<file path="config.mk">
export PLATFORM = sky130hd
export DESIGN_NAME = ahb_lite_mem_master_flat
export DESIGN_NICKNAME = d
export VERILOG_FILES = /design/src/rtl/ahb_pkg.sv /design/src/rtl/ahb_lite_mem_master_if.sv /design/src/rtl/load_extend.sv /design/src/rtl/ahb_lite_mem_master.sv /design/src/flat_wrapper.sv
export SDC_FILE = /design/constraint.sdc
export NUM_CORES = 1
export LEC_CHECK = 0
export BUFFER_PORTS_ARGS = -buffer_cell sky130_fd_sc_hd__clkbuf_2
export CAP_MARGIN = 20
export CORE_MARGIN = 4
export CORE_UTILIZATION = 45
export DETAILED_ROUTE_END_ITERATION = 16
export MAX_ROUTING_LAYER = met4
export PLACE_DENSITY = 0.75
export SYNTH_ARGS = -nofsm -noshare
export SYNTH_HDL_FRONTEND = slang
export SYNTH_SLANG_ARGS = --single-unit
</file>
<file path="constraint.sdc">
create_clock -name clk -period 1.5 [get_ports clk]
set_clock_uncertainty 0.1 [all_clocks]
set_input_delay 0.075 -clock clk [delete_from_list [all_inputs] [get_ports clk]]
set_output_delay 0.075 -clock clk [all_outputs]
set_load 0.03 [all_outputs]
</file>
<file path="src/rtl/ahb_pkg.sv">
// Shared AHB-Lite encodings, RISC-V funct3 codes and master FSM states.
package ahb_pkg;
    localparam logic [1:0] HTRANS_IDLE   = 2'b00;
    localparam logic [1:0] HTRANS_NONSEQ = 2'b10;
    localparam logic [2:0] HBURST_SINGLE = 3'b000;
    localparam logic       HRESP_OKAY    = 1'b0;
    localparam logic       HRESP_ERROR   = 1'b1;

    localparam logic [2:0] F3_B  = 3'b000;
    localparam logic [2:0] F3_H  = 3'b001;
    localparam logic [2:0] F3_W  = 3'b010;
    localparam logic [2:0] F3_BU = 3'b100;
    localparam logic [2:0] F3_HU = 3'b101;

    typedef enum logic [1:0] {S_IDLE, S_ADDR, S_DATA, S_ERR2} ahb_m_state_t;

    // Access is misaligned when the low address bits do not fit the size.
    function automatic logic misaligned(input logic [1:0] sz, input logic [1:0] a);
        case (sz)
            2'b00:   misaligned = 1'b0;
            2'b01:   misaligned = a[0];
            default: misaligned = (a != 2'b00);
        endcase
    endfunction

    // Replicate store data over every lane so the slave picks its own bytes.
    function automatic logic [31:0] lane_rep(input logic [1:0] sz, input logic [31:0] wd);
        case (sz)
            2'b00:   lane_rep = {4{wd[7:0]}};
            2'b01:   lane_rep = {2{wd[15:0]}};
            default: lane_rep = wd;
        endcase
    endfunction
endpackage

</file>
<file path="src/rtl/ahb_lite_mem_master_if.sv">
// AHB-Lite bus bundle between the memory master and its slave.
interface ahb_lite_mem_master_if;
    logic [31:0] HADDR;
    logic [1:0]  HTRANS;
    logic        HWRITE;
    logic [2:0]  HSIZE;
    logic [2:0]  HBURST;
    logic [3:0]  HPROT;
    logic [31:0] HWDATA;
    logic [31:0] HRDATA;
    logic        HREADY;
    logic        HRESP;

    modport master (
        output HADDR, HTRANS, HWRITE, HSIZE, HBURST, HPROT, HWDATA,
        input  HRDATA, HREADY, HRESP
    );
    modport slave (
        input  HADDR, HTRANS, HWRITE, HSIZE, HBURST, HPROT, HWDATA,
        output HRDATA, HREADY, HRESP
    );
endinterface

</file>
<file path="src/rtl/load_extend.sv">
// Selects the addressed load lane from a bus word and sign/zero-extends it.
module load_extend
    import ahb_pkg::*;
(
    input  logic [2:0]  fn3,
    input  logic [1:0]  addr_lo,
    input  logic [31:0] rdata,
    output logic [31:0] ext
);
    logic [7:0]  byte_v;
    logic [15:0] half_v;

    // Lane pick then extension; fn3[2] selects unsigned.
    always_comb begin
        case (addr_lo)
            2'b00:   byte_v = rdata[7:0];
            2'b01:   byte_v = rdata[15:8];
            2'b10:   byte_v = rdata[23:16];
            default: byte_v = rdata[31:24];
        endcase
        half_v = addr_lo[1] ? rdata[31:16] : rdata[15:0];
        case (fn3[1:0])
            2'b00:   ext = fn3[2] ? {24'b0, byte_v} : {{24{byte_v[7]}}, byte_v};
            2'b01:   ext = fn3[2] ? {16'b0, half_v} : {{16{half_v[15]}}, half_v};
            default: ext = rdata;
        endcase
    end
endmodule

</file>
<file path="src/rtl/ahb_lite_mem_master.sv">
// Single-request load/store port to AHB-Lite SINGLE transfers.
module ahb_lite_mem_master
    import ahb_pkg::*;
#(
    parameter logic [3:0] HPROT_VAL        = 4'b0011,
    parameter bit         RESP_ON_MISALIGN = 1'b1
) (
    input  logic        clk,
    input  logic        reset,
    input  logic        mem_en,
    input  logic        mem_read,
    input  logic        mem_write,
    input  logic [31:0] address,
    input  logic [31:0] wdata,
    input  logic [2:0]  fn3,
    output logic [31:0] mem_out,
    output logic        mem_done,
    output logic        mem_err,
    output logic        mem_busy,
    ahb_lite_mem_master_if.master bus
);
    ahb_m_state_t state_q;
    logic [31:0]  haddr_q, hwdata_q, wdata_q, mem_out_q, ext;
    logic [1:0]   htrans_q;
    logic [2:0]   hsize_q, fn3_q;
    logic         hwrite_q, done_q, err_q, busy_q;
    logic         mis;
    logic [31:0]  addr_al;

    assign mis     = misaligned(fn3[1:0], address[1:0]);
    assign addr_al = (fn3[1:0] == 2'b00) ? address :
                     (fn3[1:0] == 2'b01) ? {address[31:1], 1'b0} :
                                           {address[31:2], 2'b00};

    load_extend u_ext (
        .fn3    (fn3_q),
        .addr_lo(haddr_q[1:0]),
        .rdata  (bus.HRDATA),
        .ext    (ext)
    );

    // Request FSM; all bus and core outputs are registered here.
    always_ff @(posedge clk) begin
        if (!reset) begin
            state_q   <= S_IDLE;
            haddr_q   <= '0;
            htrans_q  <= HTRANS_IDLE;
            hwrite_q  <= 1'b0;
            hsize_q   <= '0;
            hwdata_q  <= '0;
            wdata_q   <= '0;
            fn3_q     <= '0;
            mem_out_q <= '0;
            done_q    <= 1'b0;
            err_q     <= 1'b0;
            busy_q    <= 1'b0;
        end else begin
            done_q <= 1'b0;
            err_q  <= 1'b0;
            case (state_q)
                S_IDLE: if (mem_en) begin
                    if (!(mem_read ^ mem_write) || (RESP_ON_MISALIGN && mis)) begin
                        done_q <= 1'b1;
                        err_q  <= 1'b1;
                    end else begin
                        haddr_q  <= RESP_ON_MISALIGN ? address : addr_al;
                        htrans_q <= HTRANS_NONSEQ;
                        hwrite_q <= mem_write;
                        hsize_q  <= {1'b0, fn3[1:0]};
                        fn3_q    <= fn3;
                        wdata_q  <= lane_rep(fn3[1:0], wdata);
                        busy_q   <= 1'b1;
                        state_q  <= S_ADDR;
                    end
                end
                S_ADDR: if (bus.HREADY) begin
                    htrans_q <= HTRANS_IDLE;
                    hwdata_q <= wdata_q;
                    state_q  <= S_DATA;
                end
                S_DATA: begin
                    if (bus.HREADY) begin
                        done_q  <= 1'b1;
                        busy_q  <= 1'b0;
                        state_q <= S_IDLE;
                        if (bus.HRESP == HRESP_ERROR) err_q <= 1'b1;
                        else if (!hwrite_q)           mem_out_q <= ext;
                    end else if (bus.HRESP == HRESP_ERROR) begin
                        state_q <= S_ERR2;
                    end
                end
                default: if (bus.HREADY) begin
                    done_q  <= 1'b1;
                    err_q   <= 1'b1;
                    busy_q  <= 1'b0;
                    state_q <= S_IDLE;
                end
            endcase
        end
    end

    assign bus.HADDR  = haddr_q;
    assign bus.HTRANS = htrans_q;
    assign bus.HWRITE = hwrite_q;
    assign bus.HSIZE  = hsize_q;
    assign bus.HBURST = HBURST_SINGLE;
    assign bus.HPROT  = HPROT_VAL;
    assign bus.HWDATA = hwdata_q;
    assign mem_out    = mem_out_q;
    assign mem_done   = done_q;
    assign mem_err    = err_q;
    assign mem_busy   = busy_q;
endmodule

</file>
<file path="src/flat_wrapper.sv">
// flat-port wrapper written by rule: the top's interface ports become plain ports
module ahb_lite_mem_master_flat import ahb_pkg::*;
#(
    parameter logic [3:0] HPROT_VAL        = 4'b0011,
    parameter bit         RESP_ON_MISALIGN = 1'b1
)
  (clk, reset, mem_en, mem_read, mem_write, address, wdata, fn3, mem_out, mem_done, mem_err, mem_busy, bus_HADDR, bus_HTRANS, bus_HWRITE, bus_HSIZE, bus_HBURST, bus_HPROT, bus_HWDATA, bus_HRDATA, bus_HREADY, bus_HRESP);
  ahb_lite_mem_master_if bus_i ();
  input  logic clk;
  input  logic reset;
  input  logic mem_en;
  input  logic mem_read;
  input  logic mem_write;
  input  logic [31:0] address;
  input  logic [31:0] wdata;
  input  logic [2:0] fn3;
  output logic [31:0] mem_out;
  output logic mem_done;
  output logic mem_err;
  output logic mem_busy;
  output wire logic [$bits(bus_i.HADDR)-1:0] bus_HADDR;
  output wire logic [$bits(bus_i.HTRANS)-1:0] bus_HTRANS;
  output wire logic [$bits(bus_i.HWRITE)-1:0] bus_HWRITE;
  output wire logic [$bits(bus_i.HSIZE)-1:0] bus_HSIZE;
  output wire logic [$bits(bus_i.HBURST)-1:0] bus_HBURST;
  output wire logic [$bits(bus_i.HPROT)-1:0] bus_HPROT;
  output wire logic [$bits(bus_i.HWDATA)-1:0] bus_HWDATA;
  input wire logic [$bits(bus_i.HRDATA)-1:0] bus_HRDATA;
  input wire logic [$bits(bus_i.HREADY)-1:0] bus_HREADY;
  input wire logic [$bits(bus_i.HRESP)-1:0] bus_HRESP;
  assign bus_HADDR = bus_i.HADDR;
  assign bus_HTRANS = bus_i.HTRANS;
  assign bus_HWRITE = bus_i.HWRITE;
  assign bus_HSIZE = bus_i.HSIZE;
  assign bus_HBURST = bus_i.HBURST;
  assign bus_HPROT = bus_i.HPROT;
  assign bus_HWDATA = bus_i.HWDATA;
  assign bus_i.HRDATA = bus_HRDATA;
  assign bus_i.HREADY = bus_HREADY;
  assign bus_i.HRESP = bus_HRESP;
  ahb_lite_mem_master #(.HPROT_VAL(HPROT_VAL), .RESP_ON_MISALIGN(RESP_ON_MISALIGN)) u_core (.clk(clk), .reset(reset), .mem_en(mem_en), .mem_read(mem_read), .mem_write(mem_write), .address(address), .wdata(wdata), .fn3(fn3), .mem_out(mem_out), .mem_done(mem_done), .mem_err(mem_err), .mem_busy(mem_busy), .bus(bus_i));
endmodule
</file>
==> qor.yml <==
synth-seq-cells: 138
h-tree-depth: 4
drc_errors: 0
synthDistinctLibCells: 34
violations: "setup timing"
final_util: 0.707
clk_latency_ns: 0.41
syn_area_per_cell_sq_um: 8.27
crit_required_ns: 1.69
area_growth_pct: 51.5
reg2reg_depth: 4
ios: 218
clock.fmax_ghz: 0.648
die_width_um: 123
grt_pass1_wl_mm: 30.8
die_area_sq_um: 15100
synth.top_cell.area_share: 0.464
ant_nets: 0
first_pass_iters: 7
crit_start: "u_core.state_q[0]$_SDFFE_PN0P_"
grt_max_degree: 51
cts_buffer_depth: 2
port_buffers: 208
clk_pin_slew_ns: 0.06
finalNetCount: 1123
antenna_found_initial: 2
synth.area.top_cells: "dfxtp_1 (46%), nand2_1 (10%), o21ai_0 (8.4%), nand3_1 (5.0%), a21boi_0 (4.4%)"
crit_type: "register to register"
gp_congestion: 0.831
grtUsageTotal: 0.265
place_inst: 1069
cts.sinks: 138
grt_pass1_vias: 6141
rsz0062_at_grt: "true"
yosysTopAreaCell: "dfxtp_1"
rr_startpoint: "u_core.state_q[0]$_SDFFE_PN0P_"
power.density_nw_per_um2: 1010
setup.worst_path.end: "u_core.mem_out[19]$_SDFFE_PN0P_"
overflow: 0
synthCells: 721
power.leakage_nw: 3.96
total_power_mw: 9.11
start_util: 0.467
worst_slew_pin_slew_ns: 0.575
chipHeight_um: 123
max-slew-margin-rel: 0.616
hpwl_mm: 12.1
slew_violations: 0
setup_tns_ns: -0.559
run_status: "finished, violations left"
post-route-min-period_ns: 1.54
maxCapViolations: 0
numCtsBuffers: 17
drive_gt1_frac: 0.309
hp-class: "primary input to register"
seq_area_frac_synth: 0.464
fin_cells: 1205
critPathCaptureType: "register"
critPathLaunchType: "register"
reg2reg_slack_ns: -0.04
r2r_end: "u_core.mem_out[19]$_SDFFE_PN0P_"
rows: 41
dr.first_iter.drc_count: 620
period_share: 1.03
post_drt_via_cell_ratio: 5.30
cts_root_buffer: "clkbuf_16"
hold_violations: 0
vdd.ir_drop.worst_mv: 0.775
hold_ws_ns: 0.0174
vias: 6392
yosys_warnings: 0
worstPathMaxFanout: 16
tritoncts: "built"
synth_area_sq_um: 5960
design.core.area_sq_um: 12800
wl_per_cell_um: 16.3
fin_ws_ns: -0.0432
finalSetupViolCount: 23
routed_wl_mm: 19.7
cp.arrival_ns: 1.73
==> logic make-up after synthesis <==
group,after synthesis,synth area share
other,2,0.00126
buffers and inverters,75,0.0619
AO/OA/AOI/OAI,223,0.233
AND/OR/NAND/NOR,248,0.179
multiplexers,34,0.0598
XOR/XNOR,1,0.00147
flip-flops,138,0.464
==> area by class of cell <==
cell class,instances,area (sq um)
Fill cell,929,3740
Multi-Input combinational cell,515,2950
Sequential cell,138,2780
Timing Repair Buffer,344,2510
Clock buffer,21,470
Tap cell,172,215
Clock inverter,11,95.1
Antenna cell,3,7.51
Inverter,1,3.75
==> state kept, by name (all words and copies together) (netlist names) <==
register           count
u_core.bus.HWRITE      1
u_core.mem_busy        1
u_core.fn3_q           3
u_core.wdata_q        32
u_core.bus.HWDATA     32
u_core.mem_out        32
u_core.bus.HTRANS      1
u_core.mem_done        1
u_core.mem_err         1
u_core.state_q         2
u_core.bus.HADDR      32
==> cell usage in the layout (no fill, tap or decap), drive strengths merged, types with 2 or more instances in the layout <==
master         n
nor2b         11
a21oi         46
dlygate4sd3   97
nand2        160
clkinv         6
nand3         60
a22o           8
o211a         17
a22oi         13
diode          3
dfxtp        138
mux2          13
a21boi        35
nor3b          2
nor3           2
conb           9
buf           39
clkbuf       229
o21ai        100
mux2i         21
inv            2
nor2           8
clkinvlp       3
==> report_power, final <==
group	internal, mW	leakage, nW	switching [mW]
combinational	0.604	2.56	0.704
sequential	3.78	1.12	0.0731
clock	2.40	0.275	1.55
==> synth_stat cells <==
cell      instances
dfxtp_1         138
a221oi_1          1
nor3_1            2
a21boi_0         35
a22o_1            8
or4_1             1
mux2_2           13
nor2b_1          11
or2_2             1
a22oi_1          13
o211a_1          17
conb_1            2
nor3b_1           2
buf_2            13
nor2_1            8
buf_6             3
nand2_1         159
o311a_1           1
nor4_2            1
buf_4            13
a21oi_4           2
o211ai_1          1
nand2b_1          1
o21ai_0         100
a21oi_1          44
mux2i_1          21
xor2_1            1
inv_1             1
nand3_1          60
o21a_1            1
nand2_2           1
clkbuf_1         43
or2b_1            1
buf_1             2
==> layer usage <==
| metal | routed length (um) | vias up | global-route usage |
|---|---|---|---|
| li1 | - | 3076 | - |
| met1 | 7710 | 2912 | 0.309 |
| met2 | 9710 | 328 | 0.435 |
| met3 | 1400 | 76 | 0.0540 |
| met4 | 845 | 0 | 0.134 |
| met5 | 0 | - | - |
==> metrics by stage <==
stage               setup slack, ns  cell area, sq um
finish                      -0.0432              9030
global route                -0.0942              9030
CTS                         -0.0344              8930
detailed placement           -0.107              7330
global placement            -0.0640              7330
floorplan                   -0.0922              6050
==> repair_timing <==
item,in CTS,in global routing
setup buffers,2,1
hold buffers,97,0
gates cloned,0,1
setup endpoints to repair,97,88
gates resized for setup,13,17
hold endpoints to repair,100,0
pin swaps,1,1
==> critical path: stages, from the launching register on <==
cell and delay [ns]:
dfxtp_2 0.33, or4_4 0.59, a21oi_4 0.16, buf_12 0.16, a21oi_1 0.08
==> how the worst min path moves through the flow <==
stage | startpoint | endpoint | slack (ns) | cells after the start
floorplan | address[0] | u_core.bus.HADDR[0]$_SDFFE_PN0P_ | 0.10 | 2
global placement | address[10] | u_core.bus.HADDR[10]$_SDFFE_PN0P_ | 0.19 | 3
detailed placement | address[22] | u_core.bus.HADDR[22]$_SDFFE_PN0P_ | 0.19 | 3
CTS | wdata[8] | u_core.wdata_q[8]$_SDFFE_PN0P_ | 0.0005 | 4
global route | wdata[8] | u_core.wdata_q[8]$_SDFFE_PN0P_ | 0.007 | 4
finish | wdata[8] | u_core.wdata_q[8]$_SDFFE_PN0P_ | 0.02 | 4
Power figures use the tool's default switching activity.
